### src/rtl/sqrt_pkg.sv
// Shared constants for the SQRT / fixed_square pair: widths, iteration count, FSM encoding.
// Latency: n/a (package).
// Backpressure: n/a (package).
package sqrt_pkg;

  // Operand is unsigned Q8.4; the square is returned as a plain 16-bit integer.
  localparam int IN_W   = 12;
  localparam int FRAC_W = 4;
  localparam int OUT_W  = 2 * IN_W - 2 * FRAC_W;
  localparam int ITER   = IN_W;

  typedef logic [1:0] state_t;

  localparam logic [1:0] ST_IDLE  = 2'd0;
  localparam logic [1:0] ST_CALC  = 2'd1;
  localparam logic [1:0] ST_ROUND = 2'd2;
  localparam logic [1:0] ST_DONE  = 2'd3;

endpackage

### src/rtl/shift_add_mul_core.sv
// Unsigned shift-add multiplier datapath, one multiplier bit per step, squaring its operand.
// Latency: W steps after start; done is high during the step that retires the last bit.
// Backpressure: none; the controller decides when to start and when to step.
//
// Ports:
//   CLK, RST_N  clock, asynchronous active-low reset
//   start       load operand into mcand/mplier, clear product and count
//   operand     value to be squared (W bits)
//   step        perform one shift-add iteration
//   done        combinational: this step is the final iteration
//   prod_hi     product[2W-1:2F-1]: integer part plus the half-LSB used for rounding
module shift_add_mul_core
  import sqrt_pkg::*;
#(
  parameter int W = IN_W,
  parameter int F = FRAC_W
) (
  input  logic             CLK,
  input  logic             RST_N,
  input  logic             start,
  input  logic [W-1:0]     operand,
  input  logic             step,
  output logic             done,
  output logic [2*W-2*F:0] prod_hi
);

  localparam int CNT_W = $clog2(W + 1);

  logic [2*W-1:0]   mcand;
  logic [W-1:0]     mplier;
  logic [2*W-1:0]   product;
  logic [CNT_W-1:0] count;

  always_ff @(posedge CLK or negedge RST_N) begin
    if (!RST_N) begin
      mcand   <= '0;
      mplier  <= '0;
      product <= '0;
      count   <= '0;
    end else if (start) begin
      mcand   <= {{W{1'b0}}, operand};
      mplier  <= operand;
      product <= '0;
      count   <= '0;
    end else if (step) begin
      if (mplier[0]) begin
        product <= product + mcand;
      end
      mcand  <= mcand << 1;
      mplier <= mplier >> 1;
      count  <= count + CNT_W'(1);
    end
  end

  assign done    = step && (count == CNT_W'(W - 1));
  // Low 2F-1 fraction bits never influence a round-half-up result.
  assign prod_hi = product[2*W-1:2*F-1];

endmodule

### src/rtl/fixed_square.sv
// Sequential squarer: unsigned Q8.4 in, square rounded half-up to a 16-bit integer out.
// Latency: IN_VALID at edge N -> OUT_VALID for one cycle from edge N+13; next capture at N+15.
// Backpressure: none; IN_VALID is ignored while BUSY (including the result cycle).
//
// Ports:
//   CLK        clock, all state updates on posedge
//   RST_N      asynchronous active-low reset; aborts any operation in flight
//   IN_VALID   one-cycle strobe qualifying IN
//   IN         operand, unsigned Q(IN_W-FRAC_W).FRAC_W
//   BUSY       high whenever the FSM is not idle
//   OUT_VALID  one-cycle result strobe
//   OUT        rounded square; zero whenever OUT_VALID is low
// OUT_W must equal 2*IN_W-2*FRAC_W.
module fixed_square #(
  parameter int IN_W   = sqrt_pkg::IN_W,
  parameter int FRAC_W = sqrt_pkg::FRAC_W,
  parameter int OUT_W  = sqrt_pkg::OUT_W
) (
  input  logic             CLK,
  input  logic             RST_N,
  input  logic             IN_VALID,
  input  logic [IN_W-1:0]  IN,
  output logic             BUSY,
  output logic             OUT_VALID,
  output logic [OUT_W-1:0] OUT
);

  import sqrt_pkg::*;

  state_t           state;
  logic             core_start;
  logic             core_step;
  logic             core_done;
  logic [OUT_W:0]   prod_hi;
  logic [OUT_W:0]   round_sum;
  logic [OUT_W-1:0] rounded;
  logic [OUT_W-1:0] out_q;
  logic             out_vld_q;

  assign core_start = (state == ST_IDLE) && IN_VALID;
  assign core_step  = (state == ST_CALC);

  shift_add_mul_core #(
    .W (IN_W),
    .F (FRAC_W)
  ) u_core (
    .CLK     (CLK),
    .RST_N   (RST_N),
    .start   (core_start),
    .operand (IN),
    .step    (core_step),
    .done    (core_done),
    .prod_hi (prod_hi)
  );

  // prod_hi[0] is the first dropped fraction bit: adding it rounds half up.
  // The carry-out cannot occur for full-range inputs but is clamped anyway.
  assign round_sum = {1'b0, prod_hi[OUT_W:1]} + {{OUT_W{1'b0}}, prod_hi[0]};
  assign rounded   = round_sum[OUT_W] ? {OUT_W{1'b1}} : round_sum[OUT_W-1:0];

  always_ff @(posedge CLK or negedge RST_N) begin
    if (!RST_N) begin
      state     <= ST_IDLE;
      out_q     <= '0;
      out_vld_q <= 1'b0;
    end else begin
      case (state)
        ST_IDLE: begin
          if (IN_VALID) begin
            state <= ST_CALC;
          end
        end
        ST_CALC: begin
          if (core_done) begin
            state <= ST_ROUND;
          end
        end
        ST_ROUND: begin
          out_q     <= rounded;
          out_vld_q <= 1'b1;
          state     <= ST_DONE;
        end
        ST_DONE: begin
          // Clearing here keeps OUT at zero outside the result cycle.
          out_q     <= '0;
          out_vld_q <= 1'b0;
          state     <= ST_IDLE;
        end
        default: begin
          state <= ST_IDLE;
        end
      endcase
    end
  end

  assign BUSY      = (state != ST_IDLE);
  assign OUT_VALID = out_vld_q;
  assign OUT       = out_q;

endmodule

### config.mk
export PLATFORM = sky130hd
export DESIGN_NAME = fixed_square
export DESIGN_NICKNAME = d
export VERILOG_FILES = /design/src/rtl/sqrt_pkg.sv /design/src/rtl/shift_add_mul_core.sv /design/src/rtl/fixed_square.sv
export SDC_FILE = /design/constraint.sdc
export NUM_CORES = 1
export LEC_CHECK = 0
export BUFFER_PORTS_ARGS = -buffer_cell sky130_fd_sc_hd__buf_2
export CORE_MARGIN = 2
export CORE_UTILIZATION = 55
export DETAILED_ROUTE_END_ITERATION = 7
export GPL_TIMING_DRIVEN = 1
export PLACE_DENSITY = 0.74
export SETUP_SLACK_MARGIN = 0.1
export SYNTH_ARGS = -nofsm -noshare
export SYNTH_HDL_FRONTEND = slang
export SYNTH_SLANG_ARGS = --single-unit
### constraint.sdc
create_clock -name CLK -period 3.3 [get_ports CLK]
set_input_delay 0.495 -clock CLK [delete_from_list [all_inputs] [get_ports CLK]]
set_output_delay 0.495 -clock CLK [all_outputs]
set_load 0.05 [all_outputs]
==> results of run 1 <==
-- layout make-up --
class | instances | share of cell area [%]
Tap cell | 108 | 2.521
Sequential cell | 83 | 38.75
Inverter | 9 | 0.6303
Clock inverter | 5 | 1.050
Timing Repair Buffer | 39 | 4.015
Multi-Input combinational cell | 411 | 50.72
Clock buffer | 9 | 2.311
-- cells by family (layout without fill, tap and decap cells) --
family | count (synthesis) | after routing
AO/OA/AOI/OAI | 145 | 145
XOR/XNOR | 26 | 26
adder cells (fa/ha/maj) | 32 | 32
buffers and inverters | 39 | 62
flip-flops | 83 | 83
multiplexers | 37 | 37
AND/OR/NAND/NOR | 171 | 171
-- worst min path at each step --
| stage | end | slack, ns |
|---|---|---|
| after detailed placement | OUT_VALID$_DFFE_PN0P_ | 0.48 |
| after global routing | u_core.mcand[0]$_DFFE_PN0P_ | 0.36 |
| after CTS | OUT[1]$_DFFE_PN0P_ | 0.35 |
| after floorplan | OUT[0]$_DFFE_PN0P_ | 0.20 |
| final | OUT[1]$_DFFE_PN0P_ | 0.31 |
| after global placement | OUT_VALID$_DFFE_PN0P_ | 0.47 |
-- metal layers --
layer	track usage [%]	up-vias	wire length, um	share of wire, %
li1	-	1933	-	-
met1	29.02	1850	4896	47
met2	38.51	79	5044	48
met3	4.357	19	401	3.8
met4	6.533	0	172	1.6
met5	0	-	0	0
-- power by group --
group	internal [mW]	leakage [nW]	switching (mW)	total [mW]
Combinational	1.12	1.35	1.88	3.01
Clock	0.340	0.0909	0.371	0.711
Sequential	1.44	1.04	0.343	1.78
Total	2.90	2.48	2.60	5.50
-- worst max-delay path, delay by kind of cell (launching register included) --
family	cells	cell delay, ns
DFF	1	0.38
buffers and inverters	1	0.07
and+or+nand+nor	2	0.31
adders and majority gates	2	0.62
xor gates and xnor gates	1	0.20
AOI/OAI and AO/OA	4	0.98
-- sequential cells by signal (all words and copies together), names as in the netlist --
signal          cells
OUT                16
OUT_VALID           1
state               2
u_core.count        4
u_core.mcand       24
u_core.mplier      12
u_core.product     24
-- through the flow --
stage / hold slack [ns] / setup WS, ns / utilization (%) / power (mW)
after floorplan: 0.1994 / 1.013 / - / 4.186
after global placement: 0.4715 / 0.8380 / 59.11 / 4.697
after detailed placement: 0.4796 / 0.7489 / 59.11 / 4.797
after CTS: 0.3508 / 0.6791 / 61.17 / 5.515
after global routing: 0.3621 / 0.5379 / 61.17 / 5.930
final: 0.3103 / 0.6721 / 61.17 / 5.497
-- cells in the final DEF (no fill, tap or decap), types with 2 or more instances in the layout --
| cell type | instances |
|---|---|
| dfrtp_1 | 83 |
| and3_1 | 7 |
| and2_1 | 4 |
| xor2_1 | 16 |
| nand3b_1 | 3 |
| clkinv_2 | 2 |
| o211ai_1 | 5 |
| nand2_1 | 52 |
| and3_2 | 2 |
| buf_2 | 31 |
| nor2b_1 | 2 |
| a211oi_1 | 17 |
| buf_4 | 8 |
| a21o_1 | 12 |
| o21a_1 | 4 |
| o21ai_0 | 20 |
| mux2i_1 | 37 |
| o21bai_1 | 3 |
| ha_1 | 30 |
| nor2_1 | 65 |
| a211oi_2 | 2 |
| xnor2_1 | 10 |
| nand2b_1 | 4 |
| nor3_1 | 7 |
| nand3_1 | 14 |
| o21ai_1 | 3 |
| a21oi_1 | 59 |
| a31oi_1 | 3 |
| nand4_1 | 4 |
| inv_1 | 9 |
| clkbuf_8 | 9 |
==> impl_metrics.toml, run 1 <==
[logic_synthesis]
synth_adder_area_share_pct = 8.168
synthArstFlopShare_pct = 100.0
synthFlopType = "dfrtp_1"
synth_top_family_by_area = "compound AO/OA/AOI/OAI gates"
synth_common_cells = "83 x dfrtp_1, 65 x nor2_1, 59 x a21oi_1"
synth_top_area_share_pct = 41.59
synth_top_cell_by_area = "dfrtp_1"
synth_seq_cells = 83
synth_edf_count = 0
yosysMostFrequentCell = "dfrtp_1"
synthTopCellsByArea = "dfrtp_1 42%, ha_1 7.8%, mux2i_1 7.4%"
ys_types = 59
synth-simple-area-share_pct = 15.46
avgSynthCellArea_um2 = 9.369
netlist_area_um2 = 4994
synth_xor_area_share_pct = 4.560
ys_seq_area_share_pct = 41.59
synth.net_count = 580
synth_compound_area_share_pct = 18.79
synth_cells = 533
synthMuxAreaShare_pct = 7.417
synth_warnings = 0

[layout]
nFillCells = 779
drive_above_1_share_pct = 12.23
diodes = 0
multiInputGateArea_um2 = 2719
syn_to_final_growth_pct = 7.342
final-instance-count-excl-fill = 664
ff_latch_area_um2 = 2077
nets = 600
fin_area_um2 = 5360

[clocking]
postCtsHoldBufs = 0
cts_root_buf = "clkbuf_8"
clk_pin_slew_ns = 0.08
clock-sinks = 83
cts_setup_buffers = 0
cts_made_buffers = 9
ctsResizeCount = 0
cts_max_path_buffers = 2
cts_tree = "yes"
clock_latency_ns = 0.36
htree_num_levels = 3

[sta]
worst_pin_slew_ns = 1.035
period_share_pct = 79.63
fmax_mhz = 380.5
slew_headroom_pct = 31.01
slew_violations = 0
rsz0062_at_grt = "no"
setup_tns_ns = 0
clock_skew_ns = 0.007264
final_hold_viol_count = 0
period_needed_ns = 2.628
setup_viol = 0

[floorplanning]
pin_count = 33
die_area_um2 = 9858
core_area_um2 = 8763
die-width_um = 99.29
rows = 34
die_h_um = 99.29
initial_core_util_pct = 56.98

[worst_setup_path]
cp-start-kind = "flop"
worst-path-max-fanout = 4
crit_required_ns = 3.59
regToRegEndpoint = "u_core.product[16]$_DFFE_PN0P_"
cp-endpoint = "u_core.product[16]$_DFFE_PN0P_"
reg2reg_from = "u_core.mcand[0]$_DFFE_PN0P_"
path_cells = "ha_1 -> inv_1 -> fa_1 -> nand2b_1 -> a2111oi_4 -> a211oi_2 -> o31ai_2 -> xor2_1 -> nand2_1 -> a21oi_2"
cp.arrival_ns = 2.92
path_class = "reg2reg"
r2r_cells = 10
worst_setup_path_end_kind = "flop"
slowest_stage = "fa_1"
critical-path-max-stage-delay_ns = 0.41
crit_start = "u_core.mcand[0]$_DFFE_PN0P_"
ff2ff_setup_slack_ns = 0.67

[drt]
drt_first_pass_iters = 4
vias = 3881
wl_per_cell_um = 15.83
ant_nets = 0
drt_iter0_drc = 159
finalWirelength_mm = 10.51
post-route-drc-count = 0
vias_per_cell = 5.845

[placed_design]
portBuffers = 32
dpl.hpwl_mm = 7.537
globalplace.congestion = 0.8849
place_inst = 650
postPlaceCellArea_um2 = 5180

[grt]
overflow = 0
grtUsageTotal_pct = 22.45
grt_pass1_vias = 3851
antenna_found_initial = 0
grt_max_degree = 84
grt_pass1_wl_mm = 18.00

[power]
ir_drop_v = 0.0004904
power_density_nw_per_um2 = 1026
leakage_nw = 2.482

[min_path]
hold_class = "in2async"

[flow_run]
drv_cap = 0

[outcome]
status = "finished, final reports clean"
Note: power is estimated with default switching activity, not from simulation.
==> run 2, diff against run 1 <==
Clock period 3.3 ns to 2.7 ns, I/O delays scaled along.
==> run 2 against run 1 <==
Effect of this change: sequential cell count stayed put; critical path type unchanged; worst hold slack worse by 0.10 ns; via count is 1.0% higher; first-iteration DRC count is 11% lower; die area stayed put; wire length is 0.71% lower; global-route usage is 0.39 points lower; cell count is 0.30% higher; final area is 0.96% higher; count of clock-buffer cells in the layout is 2 higher.
==> impl_metrics.toml, run 2 (same netlist as run 1, synthesis figures left out) <==
[drt]
wl_per_cell_um = 15.67
drt_iter0_drc = 142
finalWirelength_mm = 10.44
vias_per_cell = 5.886
post-route-drc-count = 0
drt_first_pass_iters = 4
ant_nets = 0
vias = 3920

[clocking]
clk_pin_slew_ns = 0.08
cts_made_buffers = 9
cts_root_buf = "clkbuf_8"
clock-sinks = 83
htree_num_levels = 3
cts_tree = "yes"
cts_max_path_buffers = 2
clock_latency_ns = 0.36

[floorplanning]
pin_count = 33
core_area_um2 = 8763
die_area_um2 = 9858
die_h_um = 99.29
die-width_um = 99.29
rows = 34
initial_core_util_pct = 56.98

[sta]
rsz0062_at_grt = "yes"
period_share_pct = 91.76
fmax_mhz = 403.6
worst_pin_slew_ns = 1.029
fin_hold_ws_ns = 0.2100
setup_tns_ns = 0
period_needed_ns = 2.477
setup_viol = 0
final_hold_viol_count = 0
slew_headroom_pct = 31.41
slew_violations = 0
clock_skew_ns = 0.01009

[layout]
fin_util_pct = 61.75
drive_above_1_share_pct = 12.72
final_cell_mix = "83 x dfrtp_1, 65 x nor2_1, 59 x a21oi_1"
nets = 601
final_common_cell = "dfrtp_1"
syn_to_final_growth_pct = 8.369
diodes = 0

[power]
ir_drop_v = 0.0005797
leakage_nw = 2.498
power_density_nw_per_um2 = 1263

[placed_design]
globalplace.congestion = 0.8763
portBuffers = 32
dpl.hpwl_mm = 7.290

[worst_setup_path]
path_cells = "ha_2 -> inv_1 -> fa_1 -> nand2b_1 -> a2111oi_4 -> a211oi_2 -> o31ai_2 -> a221oi_2 -> a211oi_1"
crit_required_ns = 2.95
cp.arrival_ns = 2.73
cp-start-kind = "flop"
slowest_stage = "dfrtp_1"
reg2reg_from = "u_core.mcand[0]$_DFFE_PN0P_"
critical-path-max-stage-delay_ns = 0.38
worst_setup_path_end_kind = "flop"
r2r_cells = 9
ff2ff_setup_slack_ns = 0.22
path_class = "reg2reg"
regToRegEndpoint = "u_core.product[20]$_DFFE_PN0P_"
worst-path-max-fanout = 4

[grt]
grt_pass1_vias = 3858
antenna_found_initial = 0
overflow = 0
grtUsageTotal_pct = 22.07
grt_max_degree = 84
grt_pass1_wl_mm = 17.66

[flow_run]
drv_cap = 0

[min_path]
hold_class = "in2async"

[outcome]
status = "finished, final reports clean"
run 2: cell count changes in the layout (fill, tap and decap cells not counted), sizes merged:
cell      before  now
clkinv         3    0
clkbuf         9   11
buf           39   40
bufinv         1    2
clkinvlp       1    2
run 2: what timing repair did:
item                                    4_1_cts  5_1_grt
setup buffers                                 0        0
resized for setup                             0        4
endpoints found under the setup margin        0        6
hold buffers                                  0        0
run 2: worst max path at each step:
stage / start / cells after the start / slack (ns) / end
floorplan: u_core.mcand[0]$_DFFE_PN0P_ / 10 / 0.41 / u_core.product[16]$_DFFE_PN0P_
global placement: u_core.mcand[0]$_DFFE_PN0P_ / 10 / 0.26 / u_core.product[16]$_DFFE_PN0P_
detailed placement: u_core.mcand[0]$_DFFE_PN0P_ / 9 / 0.19 / u_core.product[20]$_DFFE_PN0P_
CTS: u_core.mcand[0]$_DFFE_PN0P_ / 9 / 0.15 / u_core.product[20]$_DFFE_PN0P_
global route: u_core.mcand[0]$_DFFE_PN0P_ / 9 / 0.07 / u_core.product[20]$_DFFE_PN0P_
finish: u_core.mcand[0]$_DFFE_PN0P_ / 9 / 0.22 / u_core.product[20]$_DFFE_PN0P_
run 2: power by group:
part | internal (mW) | switching [mW]
clock network | 0.541 | 0.446
logic | 1.37 | 2.30
registers | 1.76 | 0.422
total | 3.67 | 3.17
run 2: final cells by class:
cell class / count / area [um^2]
Tap cell: 108 / 135.1
Timing Repair Buffer: 40 / 222.7
Clock inverter: 4 / 75.07
Multi-Input combinational cell: 411 / 2726
Sequential cell: 83 / 2077
Clock buffer: 11 / 141.4
Fill cell: 781 / 3352
Inverter: 9 / 33.78
run 2: per-layer routing:
metal	global-route usage [%]	up-vias	share of wire, %
met3	3.092	17	3.9
met1	29.18	1871	46
met4	8.746	0	1.9
met5	0	-	0
met2	36.80	98	48
li1	-	1934	-
run 2: critical path, delay by kind of cell, from the launching register on:
kind,cells,cell delay (ns)
fa+ha+maj,2,0.59
flops,1,0.38
compound gates,5,1.13
buf+inv,1,0.05
simple gates,1,0.21
run 2: per-stage QoR:
stage	worst slack [ns]	cells	power (mW)	cell area (um^2)
final	0.2225	666	6.834	5411
after global routing	0.06546	666	7.361	5411
after CTS	0.1522	666	6.846	5404
after detailed placement	0.1896	651	5.840	5187
after global placement	0.2584	651	5.736	5187
after floorplan	0.4135	533	5.117	4994
